<file path="config.mk">
export PLATFORM = sky130hd
export DESIGN_NAME = audio_sample_reader_flat
export DESIGN_NICKNAME = d
export VERILOG_FILES = /design/src/rtl/audio_reader_pkg.sv /design/src/rtl/audio_sample_reader_if.sv /design/src/rtl/sample_addr_counter.sv /design/src/rtl/audio_sample_reader.sv /design/src/flat_wrapper.sv
export SDC_FILE = /design/constraint.sdc
export NUM_CORES = 1
export LEC_CHECK = 0
export ABC_AREA = 0
export BUFFER_PORTS_ARGS = -buffer_cell sky130_fd_sc_hd__buf_2
export CAP_MARGIN = 10
export CORE_MARGIN = 8
export CORE_UTILIZATION = 45
export CTS_CLUSTER_DIAMETER = 150
export DETAILED_ROUTE_END_ITERATION = 10
export PLACE_DENSITY = 0.67
export SYNTH_ARGS = -nofsm -noshare
export SYNTH_HDL_FRONTEND = slang
export SYNTH_HIERARCHICAL = 1
export SYNTH_SLANG_ARGS = --single-unit
</file>
<file path="constraint.sdc">
create_clock -name clk -period 5.5 [get_ports clk]
set_input_delay 0 -clock clk [delete_from_list [all_inputs] [get_ports clk]]
set_output_delay 0 -clock clk [all_outputs]
set_load 0.1 [all_outputs]
</file>
<file path="src/rtl/audio_reader_pkg.sv">
// Shared types and constants for the flash-backed audio sample reader.
// Song bounds are flash word addresses; each word carries two 16-bit samples.
package audio_reader_pkg;

   localparam int FLASH_ADDR_W = 23;
   localparam logic [FLASH_ADDR_W-1:0] SONG_START = 23'h000000;
   localparam logic [FLASH_ADDR_W-1:0] SONG_END   = 23'h07FFFF;

   typedef enum logic [1:0] {
      IDLE       = 2'd0,
      READ       = 2'd1,
      WAIT_VALID = 2'd2,
      EMIT       = 2'd3
   } reader_state_t;

   function automatic logic [15:0] pick_half(input logic [31:0] word, input logic high);
      pick_half = high ? word[31:16] : word[15:0];
   endfunction

endpackage

</file>
<file path="src/rtl/audio_sample_reader_if.sv">
// Avalon-MM pipelined read bus between the sample reader and flash.
// The reader owns the master side; the flash controller owns the slave side.
interface audio_sample_reader_if #(
   parameter int ADDR_W = 23
);
   logic              flash_read;
   logic [ADDR_W-1:0] flash_address;
   logic              flash_waitrequest;
   logic [31:0]       flash_readdata;
   logic              flash_readdatavalid;

   modport master (
      output flash_read,
      output flash_address,
      input  flash_waitrequest,
      input  flash_readdata,
      input  flash_readdatavalid
   );

   modport slave (
      input  flash_read,
      input  flash_address,
      output flash_waitrequest,
      output flash_readdata,
      output flash_readdatavalid
   );
endinterface

</file>
<file path="src/rtl/sample_addr_counter.sv">
// Flash word-address counter for the current song position.
// Steps up or down by one word and wraps between the song bounds.
module sample_addr_counter #(
   parameter int                ADDR_W     = 23,
   parameter logic [ADDR_W-1:0] START_ADDR = 23'h000000,
   parameter logic [ADDR_W-1:0] END_ADDR   = 23'h07FFFF
) (
   input  logic              clk,
   input  logic              clr,
   input  logic              step,
   input  logic              dir,
   input  logic              load,
   input  logic [ADDR_W-1:0] load_value,
   output logic [ADDR_W-1:0] addr
);

   localparam logic [ADDR_W-1:0] ONE = {{(ADDR_W-1){1'b0}}, 1'b1};

   logic [ADDR_W-1:0] addr_r;
   logic [ADDR_W-1:0] addr_next_s;

   // Next position: load wins over step; stepping past either bound wraps.
   always_comb begin
      addr_next_s = addr_r;
      if (load) begin
         addr_next_s = load_value;
      end else if (step) begin
         if (!dir) begin
            addr_next_s = (addr_r == END_ADDR) ? START_ADDR : addr_r + ONE;
         end else begin
            addr_next_s = (addr_r == START_ADDR) ? END_ADDR : addr_r - ONE;
         end
      end else begin
         addr_next_s = addr_r;
      end
   end

   // Address register.
   always_ff @(posedge clk or posedge clr) begin
      if (clr) begin
         addr_r <= START_ADDR;
      end else begin
         addr_r <= addr_next_s;
      end
   end

   assign addr = addr_r;

endmodule

</file>
<file path="src/rtl/audio_sample_reader.sv">
// Supplies one 16-bit sample per sample_tick, fetching 32-bit flash words
// over Avalon-MM and unpacking two samples per word in either play direction.
module audio_sample_reader
   import audio_reader_pkg::*;
#(
   parameter int                ADDR_W     = FLASH_ADDR_W,
   parameter logic [ADDR_W-1:0] START_ADDR = SONG_START,
   parameter logic [ADDR_W-1:0] END_ADDR   = SONG_END
) (
   input  logic                         clk,
   input  logic                         clr,
   input  logic                         sample_tick,
   input  logic                         play,
   input  logic                         dir,
   input  logic                         restart,
   audio_sample_reader_if.master        flash,
   output logic [15:0]                  sample_out,
   output logic                         sample_valid,
   output logic                         missed_tick
);

   reader_state_t     state_r, state_next_s;
   logic              flash_read_r, flash_read_s;
   logic [15:0]       sample_out_r, sample_out_s;
   logic              sample_valid_r, sample_valid_s;
   logic              missed_r, missed_s;
   logic              need_fetch_r, need_fetch_s;
   logic              order_r, order_s;
   logic [31:0]       word_r, word_s;
   logic              pend_r, pend_s;
   logic              step_s;
   logic              apply_restart_s;
   logic [ADDR_W-1:0] load_value_s;
   logic [ADDR_W-1:0] addr_s;

   assign load_value_s = dir ? END_ADDR : START_ADDR;

   sample_addr_counter #(
      .ADDR_W     (ADDR_W),
      .START_ADDR (START_ADDR),
      .END_ADDR   (END_ADDR)
   ) u_addr (
      .clk        (clk),
      .clr        (clr),
      .step       (step_s),
      .dir        (dir),
      .load       (apply_restart_s),
      .load_value (load_value_s),
      .addr       (addr_s)
   );

   // Sequencing and next values for every datapath register.
   always_comb begin
      state_next_s    = state_r;
      flash_read_s    = 1'b0;
      sample_out_s    = sample_out_r;
      sample_valid_s  = 1'b0;
      missed_s        = missed_r;
      need_fetch_s    = need_fetch_r;
      order_s         = order_r;
      word_s          = word_r;
      pend_s          = pend_r;
      step_s          = 1'b0;
      apply_restart_s = 1'b0;
      case (state_r)
         IDLE: begin
            if (restart) begin
               apply_restart_s = 1'b1;
            end else if (sample_tick && play) begin
               if (need_fetch_r) begin
                  state_next_s = READ;
                  flash_read_s = 1'b1;
               end else begin
                  state_next_s   = EMIT;
                  sample_valid_s = 1'b1;
                  sample_out_s   = pick_half(word_r, !order_r);
               end
            end else begin
               state_next_s = IDLE;
            end
         end
         READ: begin
            missed_s = missed_r | sample_tick;
            pend_s   = pend_r | restart;
            if (flash.flash_waitrequest) begin
               flash_read_s = 1'b1;
            end else begin
               state_next_s = WAIT_VALID;
            end
         end
         WAIT_VALID: begin
            missed_s = missed_r | sample_tick;
            pend_s   = pend_r | restart;
            if (flash.flash_readdatavalid) begin
               // A restart requested while the read was in flight drops this word.
               if (pend_r || restart) begin
                  apply_restart_s = 1'b1;
               end else begin
                  state_next_s   = EMIT;
                  word_s         = flash.flash_readdata;
                  order_s        = dir;
                  sample_out_s   = pick_half(flash.flash_readdata, dir);
                  sample_valid_s = 1'b1;
               end
            end else begin
               state_next_s = WAIT_VALID;
            end
         end
         EMIT: begin
            state_next_s = IDLE;
            missed_s     = missed_r | sample_tick;
            if (restart) begin
               apply_restart_s = 1'b1;
            end else if (need_fetch_r) begin
               need_fetch_s = 1'b0;
            end else begin
               need_fetch_s = 1'b1;
               step_s       = 1'b1;
            end
         end
         default: begin
            state_next_s = IDLE;
         end
      endcase
      state_next_s = apply_restart_s ? IDLE : state_next_s;
      need_fetch_s = apply_restart_s ? 1'b1 : need_fetch_s;
      missed_s     = apply_restart_s ? 1'b0 : missed_s;
      pend_s       = apply_restart_s ? 1'b0 : pend_s;
   end

   // FSM state register.
   always_ff @(posedge clk or posedge clr) begin
      if (clr) begin
         state_r <= IDLE;
      end else begin
         state_r <= state_next_s;
      end
   end

   // Datapath and output registers.
   always_ff @(posedge clk or posedge clr) begin
      if (clr) begin
         flash_read_r   <= 1'b0;
         sample_out_r   <= 16'h0000;
         sample_valid_r <= 1'b0;
         missed_r       <= 1'b0;
         need_fetch_r   <= 1'b1;
         order_r        <= 1'b0;
         word_r         <= 32'h0000_0000;
         pend_r         <= 1'b0;
      end else begin
         flash_read_r   <= flash_read_s;
         sample_out_r   <= sample_out_s;
         sample_valid_r <= sample_valid_s;
         missed_r       <= missed_s;
         need_fetch_r   <= need_fetch_s;
         order_r        <= order_s;
         word_r         <= word_s;
         pend_r         <= pend_s;
      end
   end

   assign flash.flash_read    = flash_read_r;
   assign flash.flash_address = addr_s;
   assign sample_out          = sample_out_r;
   assign sample_valid        = sample_valid_r;
   assign missed_tick         = missed_r;

endmodule

</file>
<file path="src/flat_wrapper.sv">
// flat-port wrapper written by rule: the top's interface ports become plain ports
module audio_sample_reader_flat import audio_reader_pkg::*;
#(
   parameter int                ADDR_W     = FLASH_ADDR_W,
   parameter logic [ADDR_W-1:0] START_ADDR = SONG_START,
   parameter logic [ADDR_W-1:0] END_ADDR   = SONG_END
)
  (clk, clr, sample_tick, play, dir, restart, sample_out, sample_valid, missed_tick, flash_flash_read, flash_flash_address, flash_flash_waitrequest, flash_flash_readdata, flash_flash_readdatavalid);
  audio_sample_reader_if #(.ADDR_W(ADDR_W)) flash_i ();
  input  logic clk;
  input  logic clr;
  input  logic sample_tick;
  input  logic play;
  input  logic dir;
  input  logic restart;
  output logic [15:0] sample_out;
  output logic sample_valid;
  output logic missed_tick;
  output wire logic [$bits(flash_i.flash_read)-1:0] flash_flash_read;
  output wire logic [$bits(flash_i.flash_address)-1:0] flash_flash_address;
  input wire logic [$bits(flash_i.flash_waitrequest)-1:0] flash_flash_waitrequest;
  input wire logic [$bits(flash_i.flash_readdata)-1:0] flash_flash_readdata;
  input wire logic [$bits(flash_i.flash_readdatavalid)-1:0] flash_flash_readdatavalid;
  assign flash_flash_read = flash_i.flash_read;
  assign flash_flash_address = flash_i.flash_address;
  assign flash_i.flash_waitrequest = flash_flash_waitrequest;
  assign flash_i.flash_readdata = flash_flash_readdata;
  assign flash_i.flash_readdatavalid = flash_flash_readdatavalid;
  audio_sample_reader #(.ADDR_W(ADDR_W), .START_ADDR(START_ADDR), .END_ADDR(END_ADDR)) u_core (.clk(clk), .clr(clr), .sample_tick(sample_tick), .play(play), .dir(dir), .restart(restart), .flash(flash_i), .sample_out(sample_out), .sample_valid(sample_valid), .missed_tick(missed_tick));
endmodule
</file>
==> results of run 1 <==
## metal layers
metal  routed length (microns)  global-route usage (%)
met1                      6350                    24.4
met2                      7030                    31.8
met5                         0                       0
met4                       241                    6.39
met3                       913                    3.54
## power breakdown
part | switching, W | internal (W)
Sequential | 0.000373 | 0.000858
Combinational | 0.00166 | 0.000707
Clock | 0.000262 | 0.000325
## cell type report
class / count / area [sq um] / share of cell area (%)
timing repair buffer: 121 / 793 / 12.5
tap: 143 / 179 / 2.83
inverter: 17 / 63.8 / 1.01
sequential: 79 / 1980 / 31.3
clock buffer: 10 / 239 / 3.78
multi-input combinational: 393 / 3020 / 47.8
clock inverter: 6 / 51.3 / 0.811
## state kept, by name, indices dropped and copies added (netlist names), 2 cells and up
| signal | flops |
|---|---|
| u_core/u_addr/addr | 23 |
| u_core/sample_out | 16 |
| u_core/word_r | 32 |
| u_core/state_r | 2 |
## critical path, cell delays in order (launching register included)
cell	delay, ns
dfrtp_1	0.42
inv_1	0.13
ha_1	0.99
o211ai_1	0.41
a21oi_2	0.25
buf_4	0.38
nor2b_1	0.16
o21ai_0	0.11
a41oi_1	0.06
a221o_1	0.27
## cell families after synthesis
family	after synthesis	share of synthesized area, %
AO/OA/AOI/OAI	113	14.8
XOR/XNOR	9	1.50
adder cells (fa/ha/maj)	9	2.14
buffers and inverters	57	5.28
flip-flops	79	37.6
multiplexers	102	21.4
other	1	0.0713
AND/OR/NAND/NOR	156	17.2
## stage by stage
step	worst slack [ns]	hold slack (ns)
floorplan	2.83	0.00192
global placement	2.32	0.0383
detailed placement	2.21	0.0382
CTS	2.20	0.0540
global route	1.99	0.0797
finish	2.19	0.0581
## cells in the mapped netlist, drive strengths merged, types with 4 or more instances
cell	n
nand2	40
and3	6
a21oi	27
clkbuf	21
nand2b	4
ha	9
nor2	27
or3	8
a221o	4
dfrtp	78
o22ai	4
o21ai	31
mux2i	50
or2	5
o32ai	4
inv	17
a41oi	4
buf	19
nor4	13
nor3	10
nor3b	4
mux2	52
nand3	11
xnor2	7
nand4	9
## worst max path at each step
stage	startpoint	endpoint	slack (ns)	depth (start not counted)
global placement	u_core/state_r[0]	u_core/u_addr/addr[3]	2.32	9
floorplan	u_core/u_addr/addr[0]	u_core/u_addr/addr[16]	2.83	8
CTS	u_core/state_r[0]	u_core/u_addr/addr[3]	2.20	9
detailed placement	u_core/state_r[0]	u_core/u_addr/addr[3]	2.21	9
finish	u_core/state_r[0]	u_core/u_addr/addr[3]	2.19	9
global route	u_core/state_r[0]	u_core/u_addr/addr[3]	1.99	9
==> impl_metrics.csv, run 1 <==
group,metric,value,unit
synthesis,async_reset_ff_share,100,%
synthesis,postSynthCellCount,526,
drt,route.vias.total,4587,
synthesis,synth-seq-area-share,37.6,%
drt,drt.antenna.violating_nets,0,
synthesis,ys.warnings.count,6,
worst_setup_path,crit_path_end_kind,"register",
status,outcome,"complete, no violations",
synthesis,synth.largest_area_cell,"dfrtp_1",
placed_design,dp_hpwl,9730,microns
cts,tritoncts,"yes",
cts,postCtsResizedCells,0,
worst_setup_path,r2r_path_start,"u_core/state_r[0]",
timing,slew-limit-headroom,18.5,%
min_path,min_delay_path_depth,3,
timing,finalSetupViolCount,0,
cts,hold_buffers,35,
flow_run,max-cap-violations,0,
drt,viasPerCell,5.96,
worst_setup_path,startpoint_class_of_the_critical_path,"register",
cells_and_area,postLayoutCoreUtil,55.4,%
synthesis,synth_enable_flop_cells,0,
global_routing,largest_net_degree_at_the_start_of_global_routing,41,
synthesis,post_synth.cell_area_avg,10.0,sq um
power_and_ir_drop,p_per_cell_area,662,mW/mm^2
drt,drc,0,
synthesis,syn-cell-area,0.00526,sq mm
synthesis,ys_seq_elements,79,
global_routing,grt_pass1_vias,4589,
cts,postCtsSetupRepairBufs,0,
power_and_ir_drop,cellLeakagePower,2.72,nW
global_routing,grt_antenna_before_repair,0,
cells_and_area,commonest_non_fill_non_tap_cell_in_the_layout,"buf_2",
die,rows,39,
drt,drt-pass1-iter-count,6,
synthesis,yosys_most_used_dff,"dfrtp_1",
drt,drt_first_iter_violations,488,
timing,fin_worst_skew,0.0128,ns
timing,layout_worst_path_cycle_share,60.2,%
cells_and_area,area.growth.synth_to_final,20.3,%
timing,drv_slew,0,
die,dieWidth,124,microns
power_and_ir_drop,report.power.total,0.00419,W
worst_setup_path,critPathRequiredTime,5.74,ns
timing,finalSetupTns,0,ns
die,initial_core_util,46.1,%
placed_design,dpl.cell_count,718,
cts,cts_inserted_buffers,9,
worst_setup_path,crit_fanout,40,
cts,insertion_delay_of_the_later_clocked_pin_in_the_worst_skew_pair,0.35,ns
timing,min_period,3.31,ns
placed_design,io_buffer_count,81,
global_routing,overflow,0,
cts,clock_tree.root_cell,"clkbuf_16",
cells_and_area,layoutNonFillerInstCount,769,
timing,max_freq,302,MHz
die,die_height,124,microns
timing,tightest_slew,1.22,ns
cts,cts_max_level,3,
die,dieArea,0.0154,sq mm
global_routing,grt_first_pass_wirelength,23300,microns
cells_and_area,layout-drive-gt1-share,28.9,%
cells_and_area,design.final.nets,670,
cells_and_area,num_antenna_cells,0,
worst_setup_path,r2r_end,"u_core/u_addr/addr[3]",
cts,clkSinkCount,79,
timing,grt_setup_unrepaired,"false",
cells_and_area,fin_area,0.00633,sq mm
cells_and_area,num-fill-cells,1003,
die,floorplan.core_area,0.0114,sq mm
placed_design,place_congestion,0.923,
worst_setup_path,worstPathArrival,3.55,ns
synthesis,ys_top_cells_by_area,"dfrtp_1 (37%), mux2i_1 (9.5%), mux2_2 (9.0%)",
cells_and_area,most_frequent_cells_in_the_layout,"buf_2 (81), dfrtp_1 (78), mux2i_1 (50)",
global_routing,groute.usage.overall,19.1,%
min_path,hold_path.startpoint,"restart",
min_path,hold_end,"u_core/pend_r",
die,top_level_ports,82,
cts,clk_path_buf_depth,2,
synthesis,synth_top_area_share,37.1,%
worst_setup_path,rr_worst_depth,9,
min_path,worst_hold_path_type,"primary input to register",
placed_design,placedInstanceArea,0.00569,sq mm
drt,finalWirelength,14500,microns
worst_setup_path,worst-r2r-setup-slack,2.19,ns
worst_setup_path,critPathKind,"register to register",
timing,report.final.hold_viol_count,0,
drt,drt-wirelength-per-cell,18.9,microns
cts,clk_transition_reported_paths,0.07,ns
power_and_ir_drop,power.ir.vdd_worst,0.421,mV
synthesis,synth.distinct_cells,77,
Power figures use the tool's default switching activity.
==> run 2: changes to the inputs <==
--- a/config.mk
+++ b/config.mk
@@ -12,7 +12,7 @@
 export CORE_UTILIZATION = 45
 export CTS_CLUSTER_DIAMETER = 150
 export DETAILED_ROUTE_END_ITERATION = 10
-export PLACE_DENSITY = 0.67
+export PLACE_DENSITY = 0.69
 export SYNTH_ARGS = -nofsm -noshare
 export SYNTH_HDL_FRONTEND = slang
 export SYNTH_HIERARCHICAL = 1
==> constraint.sdc (replaced) <==
create_clock -name clk -period 2.7 [get_ports clk]
set_input_delay 0 -clock clk [delete_from_list [all_inputs] [get_ports clk]]
set_output_delay 0 -clock clk [all_outputs]
set_load 0.1 [all_outputs]
==> run 2 against run 1 <==
Effect of this change:
- clock power up 95%
- first-iteration DRC count decreased by 14%
- hold slack improved by 0.0073 ns
- largest power group unchanged
==> impl_metrics.csv, run 2 (synthesized netlist as in run 1, its figures left out) <==
group,metric,value,unit
status,outcome,"complete, no violations",
timing,min_period,2.51,ns
flow_run,max-cap-violations,0,
timing,fin_worst_skew,0.00879,ns
global_routing,grt_first_pass_wirelength,23700,microns
cells_and_area,commonest_non_fill_non_tap_cell_in_the_layout,"buf_2",
power_and_ir_drop,power_frac_clock,13.2,%
cts,hold_buffers,35,
worst_setup_path,setup.worst_path.end,"u_core/u_addr/addr[13]",
placed_design,placedInstanceArea,0.00582,sq mm
die,initial_core_util,46.1,%
worst_setup_path,timing.critical_path.cells,"inv_1 > ha_1 > or4b_4 > nor4_4 > nand3_1 > nand2_1 > a21oi_1 > o31ai_1",
drt,drc,0,
timing,slew-limit-headroom,33.8,%
die,die_height,124,microns
timing,drv_slew,0,
timing,max_freq,399,MHz
cts,clkSinkCount,79,
worst_setup_path,worst-r2r-setup-slack,0.19,ns
placed_design,dp_hpwl,9970,microns
drt,drt.antenna.violating_nets,0,
cells_and_area,most_frequent_cells_in_the_layout,"buf_2 (81), dfrtp_1 (78), mux2i_1 (50)",
min_path,worst_hold_path_type,"primary input to register",
cells_and_area,fin_area,0.00645,sq mm
power_and_ir_drop,pwr-share-comb,59.2,%
die,floorplan.core_area,0.0114,sq mm
worst_setup_path,crit_path_end_kind,"register",
worst_setup_path,crit_fanout,7,
worst_setup_path,r2r_end,"u_core/u_addr/addr[13]",
cells_and_area,design.final.nets,685,
worst_setup_path,rr_worst_depth,8,
drt,route.vias.total,4720,
cts,clk_transition_reported_paths,0.06,ns
cts,cts_inserted_buffers,9,
power_and_ir_drop,internal_power,0.00393,W
drt,drt_first_iter_violations,420,
global_routing,largest_net_degree_at_the_start_of_global_routing,41,
worst_setup_path,worstPathArrival,2.74,ns
global_routing,grt_pass1_vias,4775,
power_and_ir_drop,p_per_cell_area,1340,mW/mm^2
timing,report.final.hold_viol_count,0,
worst_setup_path,critPathRequiredTime,2.93,ns
timing,finalSetupTns,0,ns
global_routing,groute.usage.overall,19.4,%
timing,grt_setup_unrepaired,"false",
min_path,min_delay_path_depth,3,
drt,viasPerCell,6.03,
timing,finalSetupViolCount,0,
drt,drt-wirelength-per-cell,18.9,microns
cts,tritoncts,"yes",
cells_and_area,layout-drive-gt1-share,30.3,%
placed_design,place_congestion,0.901,
die,dieWidth,124,microns
drt,finalWirelength,14800,microns
die,rows,39,
global_routing,grt_antenna_before_repair,0,
cells_and_area,num_antenna_cells,0,
worst_setup_path,critPathKind,"register to register",
power_and_ir_drop,seqPwrFrac,27.6,%
drt,drt-pass1-iter-count,6,
power_and_ir_drop,power.ir.vdd_worst,1.01,mV
cts,postCtsResizedCells,0,
cts,cts_max_level,3,
worst_setup_path,cp.depth,8,
worst_setup_path,startpoint_class_of_the_critical_path,"register",
placed_design,io_buffer_count,81,
power_and_ir_drop,switching_power,0.00470,W
die,dieArea,0.0154,sq mm
power_and_ir_drop,swShare,54.4,%
worst_setup_path,r2r_path_start,"u_core/u_addr/addr[0]",
timing,layout_worst_path_cycle_share,92.8,%
worst_setup_path,critPathLaunch,"u_core/u_addr/addr[0]",
cts,insertion_delay_of_the_later_clocked_pin_in_the_worst_skew_pair,0.33,ns
cells_and_area,largest_register_ffs,32,
cells_and_area,largest_register,"u_core/word_r",
cts,clk_path_buf_depth,2,
worst_setup_path,cpPeakStageDelay,0.49,ns
power_and_ir_drop,cellLeakagePower,2.80,nW
global_routing,overflow,0,
worst_setup_path,critical_path.slowest_cell,"or4b_4",
cells_and_area,area.growth.synth_to_final,22.6,%
die,top_level_ports,82,
worst_setup_path,cp.buffers_inverters,1,
cts,clock_tree.root_cell,"clkbuf_16",
worst_setup_path,cp_top_family,"simple AND/OR/NAND/NOR gates",
timing,tightest_slew,0.992,ns
cts,postCtsSetupRepairBufs,0,
run 2: metal layers:
layer	vias up	routed length, microns	track usage (%)
met5	-	0	0
met4	0	329	8.48
met2	211	7390	33.0
met1	2316	6030	23.4
li1	2164	-	-
met3	29	1020	3.63
run 2: how the worst min path moves through the flow:
stage                             to  slack (ns)    start
2_1_floorplan  u_core/u_addr/addr[0]       0.002      clr
3_3_place_gp        u_core/word_r[5]        0.21      clr
3_5_place_dp    u_core/sample_out[5]        0.24      clr
4_1_cts                u_core/pend_r        0.05  restart
5_1_grt                u_core/pend_r        0.11  restart
6_report               u_core/pend_r        0.07  restart
run 2: final cells by class:
type                            count  area (sq um)
Multi-Input combinational cell    393          3020
Fill cell                         994          4970
Clock inverter                      4          31.3
Timing Repair Buffer              136           931
Tap cell                          143           179
Sequential cell                    79          1980
Inverter                           17          63.8
Clock buffer                       11           243
run 2: per-stage QoR:
stage | std cells | utilization [%] | power (W) | hold slack, ns | setup slack (ns)
detailed placement | 733 | 51.0 | 0.00742 | 0.238 | 0.244
floorplan | 529 | - | 0.00645 | 0.00192 | 0.0349
global placement | 733 | 51.0 | 0.00729 | 0.215 | 0.344
finish | 783 | 56.5 | 0.00863 | 0.0654 | 0.195
CTS | 783 | 56.5 | 0.00863 | 0.0500 | 0.224
global route | 783 | 56.5 | 0.00907 | 0.114 | 0.0717
run 2: worst register-to-register path, cell delays in order, from the launching register on:
cell and delay, ns:
dfrtp_1 0.46, inv_1 0.15, ha_1 0.15, or4b_4 0.49, nor4_4 0.27, nand3_1 0.29
nand2_1 0.27, a21oi_1 0.07, o31ai_1 0.25
run 2: power by group through the flow:
stage,clock network [W],registers (W),logic (W)
CTS,0.00117,0.00236,0.00510
floorplan,0,0.00422,0.00223
finish,0.00114,0.00238,0.00511
detailed placement,0,0.00238,0.00504
global route,0.00120,0.00248,0.00539
global placement,0,0.00233,0.00496
==> run 3: changes to the inputs <==
--- a/config.mk
+++ b/config.mk
@@ -8,8 +8,10 @@
 export ABC_AREA = 0
 export BUFFER_PORTS_ARGS = -buffer_cell sky130_fd_sc_hd__buf_2
 export CAP_MARGIN = 10
+export CORE_ASPECT_RATIO = 1.75
 export CORE_MARGIN = 8
 export CORE_UTILIZATION = 45
+export CTS_BUF_LIST = sky130_fd_sc_hd__clkbuf_8
 export CTS_CLUSTER_DIAMETER = 150
 export DETAILED_ROUTE_END_ITERATION = 10
 export PLACE_DENSITY = 0.69
==> run 3 against run 2 <==
Effect of this change:
- power fell by 1.3%
- wire length rose by 8.1%
- cell area shrank 0.87%
==> impl_metrics.csv, run 3 (synthesized netlist as in run 1, its figures left out) <==
group,metric,value,unit
cts,postCtsSetupRepairBufs,0,
worst_setup_path,critPathKind,"register to register",
worst_setup_path,crit_path_end_kind,"register",
cts,hold_buffers,35,
global_routing,grt_pass1_vias,4983,
cts,insertion_delay_of_the_later_clocked_pin_in_the_worst_skew_pair,0.36,ns
global_routing,grt_first_pass_wirelength,25800,microns
status,outcome,"complete, no violations",
drt,route.vias.total,4739,
timing,finalSetupViolCount,0,
global_routing,grt_antenna_before_repair,0,
worst_setup_path,critPathRequiredTime,2.96,ns
drt,finalWirelength,16000,microns
global_routing,overflow,0,
timing,layout_worst_path_cycle_share,94.1,%
timing,min_period,2.54,ns
cts,cts_inserted_buffers,9,
timing,finalSetupTns,0,ns
timing,fin_worst_skew,0.0109,ns
die,initial_core_util,45.7,%
timing,drv_slew,0,
cts,postCtsResizedCells,0,
die,dieArea,0.0155,sq mm
worst_setup_path,r2r_path_start,"u_core/u_addr/addr[0]",
timing,max_freq,394,MHz
timing,tightest_slew,1.04,ns
cells_and_area,largest_register,"u_core/word_r",
cts,clk_transition_reported_paths,0.09,ns
power_and_ir_drop,power.ir.vdd_worst,0.669,mV
placed_design,io_buffer_count,81,
cts,clock_tree.root_cell,"clkbuf_8",
drt,drc,0,
die,rows,52,
power_and_ir_drop,p_per_cell_area,1330,mW/mm^2
timing,grt_setup_unrepaired,"false",
timing,slew-limit-headroom,30.9,%
placed_design,dp_hpwl,11100,microns
cells_and_area,largest_register_ffs,32,
global_routing,groute.usage.overall,20.6,%
min_path,hold_path.startpoint,"restart",
cells_and_area,num_antenna_cells,0,
drt,drt-wirelength-per-cell,20.4,microns
cells_and_area,most_frequent_cells_in_the_layout,"buf_2 (81), dfrtp_1 (78), mux2i_1 (50)",
cts,clk_path_buf_depth,2,
die,die_height,159,microns
timing,hold-worst-slack,0.0179,ns
drt,drt-pass1-iter-count,5,
cts,tritoncts,"yes",
timing,report.final.hold_viol_count,0,
drt,viasPerCell,6.07,
worst_setup_path,startpoint_class_of_the_critical_path,"register",
worst_setup_path,worstPathArrival,2.80,ns
drt,drt_first_iter_violations,245,
die,dieWidth,97.7,microns
cts,cts_max_level,3,
cells_and_area,area.growth.synth_to_final,21.6,%
min_path,worst_hold_path_type,"primary input to register",
flow_run,max-cap-violations,0,
die,top_level_ports,82,
cells_and_area,layout-drive-gt1-share,31.1,%
worst_setup_path,critPathLaunch,"u_core/u_addr/addr[0]",
placed_design,place_congestion,0.931,
die,floorplan.core_area,0.0115,sq mm
cts,clkSinkCount,79,
cells_and_area,design.final.nets,690,
power_and_ir_drop,cellLeakagePower,2.79,nW
global_routing,largest_net_degree_at_the_start_of_global_routing,39,
cells_and_area,commonest_non_fill_non_tap_cell_in_the_layout,"buf_2",
worst_setup_path,crit_fanout,7,
drt,drt.antenna.violating_nets,0,
[run 3: final timing paths]
| kind | to | slack [ns] | cells past startpoint |
|---|---|---|---|
| hold / removal | u_core/pend_r | 0.02 | 3 |
| setup / recovery | u_core/u_addr/addr[13] | 0.16 | 8 |
| max in group asynchronous | u_core/sample_out[4] | 1.60 | 4 |
| min in group asynchronous | u_core/pend_r | 0.33 | 3 |
| setup reg to reg | u_core/u_addr/addr[13] | 0.16 | 8 |
| hold reg to reg | u_core/sample_out[12] | 0.51 | 1 |
[run 3: critical path, cell delays in order (launching register included)]
cell and delay [ns]:
dfrtp_1 0.44, inv_1 0.15, ha_1 0.17, or4b_4 0.49
nor4_4 0.26, nand3_1 0.31, nand2_1 0.29, a21oi_1 0.08
o31ai_1 0.25
[run 3: final cells by class]
class | instances | area [sq um]
Sequential cell | 79 | 1980
Multi-Input combinational cell | 393 | 3020
Timing Repair Buffer | 141 | 956
Fill cell | 1007 | 5120
Clock buffer | 9 | 124
Tap cell | 135 | 169
Inverter | 17 | 63.8
Clock inverter | 7 | 78.8
[run 3: layer usage]
layer  vias up  track usage, %  part of all wire [%]
met4         0            12.4                   4.8
met1      2284            20.9                    36
li1       2166               -                     -
met2       226            37.9                    53
met3        63            3.77                   5.6
met5         -               0                     0
[run 3: where the power goes]
part | switching (W) | total (W) | internal, W | leakage (nW)
Sequential | 0.000539 | 0.00229 | 0.00175 | 0.960
Clock | 0.000491 | 0.000927 | 0.000437 | 0.0929
Combinational | 0.00373 | 0.00530 | 0.00157 | 1.73
Total | 0.00476 | 0.00852 | 0.00376 | 2.79
[run 3: through the flow]
step	utilization (%)	cell area [sq um]	setup slack [ns]	total power (W)	cells
5_1_grt	55.5	6390	0.0235	0.00896	781
2_1_floorplan	-	5270	0.0349	0.00645	529
3_3_place_gp	50.7	5840	0.342	0.00740	730
3_5_place_dp	50.7	5840	0.234	0.00753	730
4_1_cts	55.5	6390	0.222	0.00852	781
6_report	55.5	6390	0.160	0.00852	781
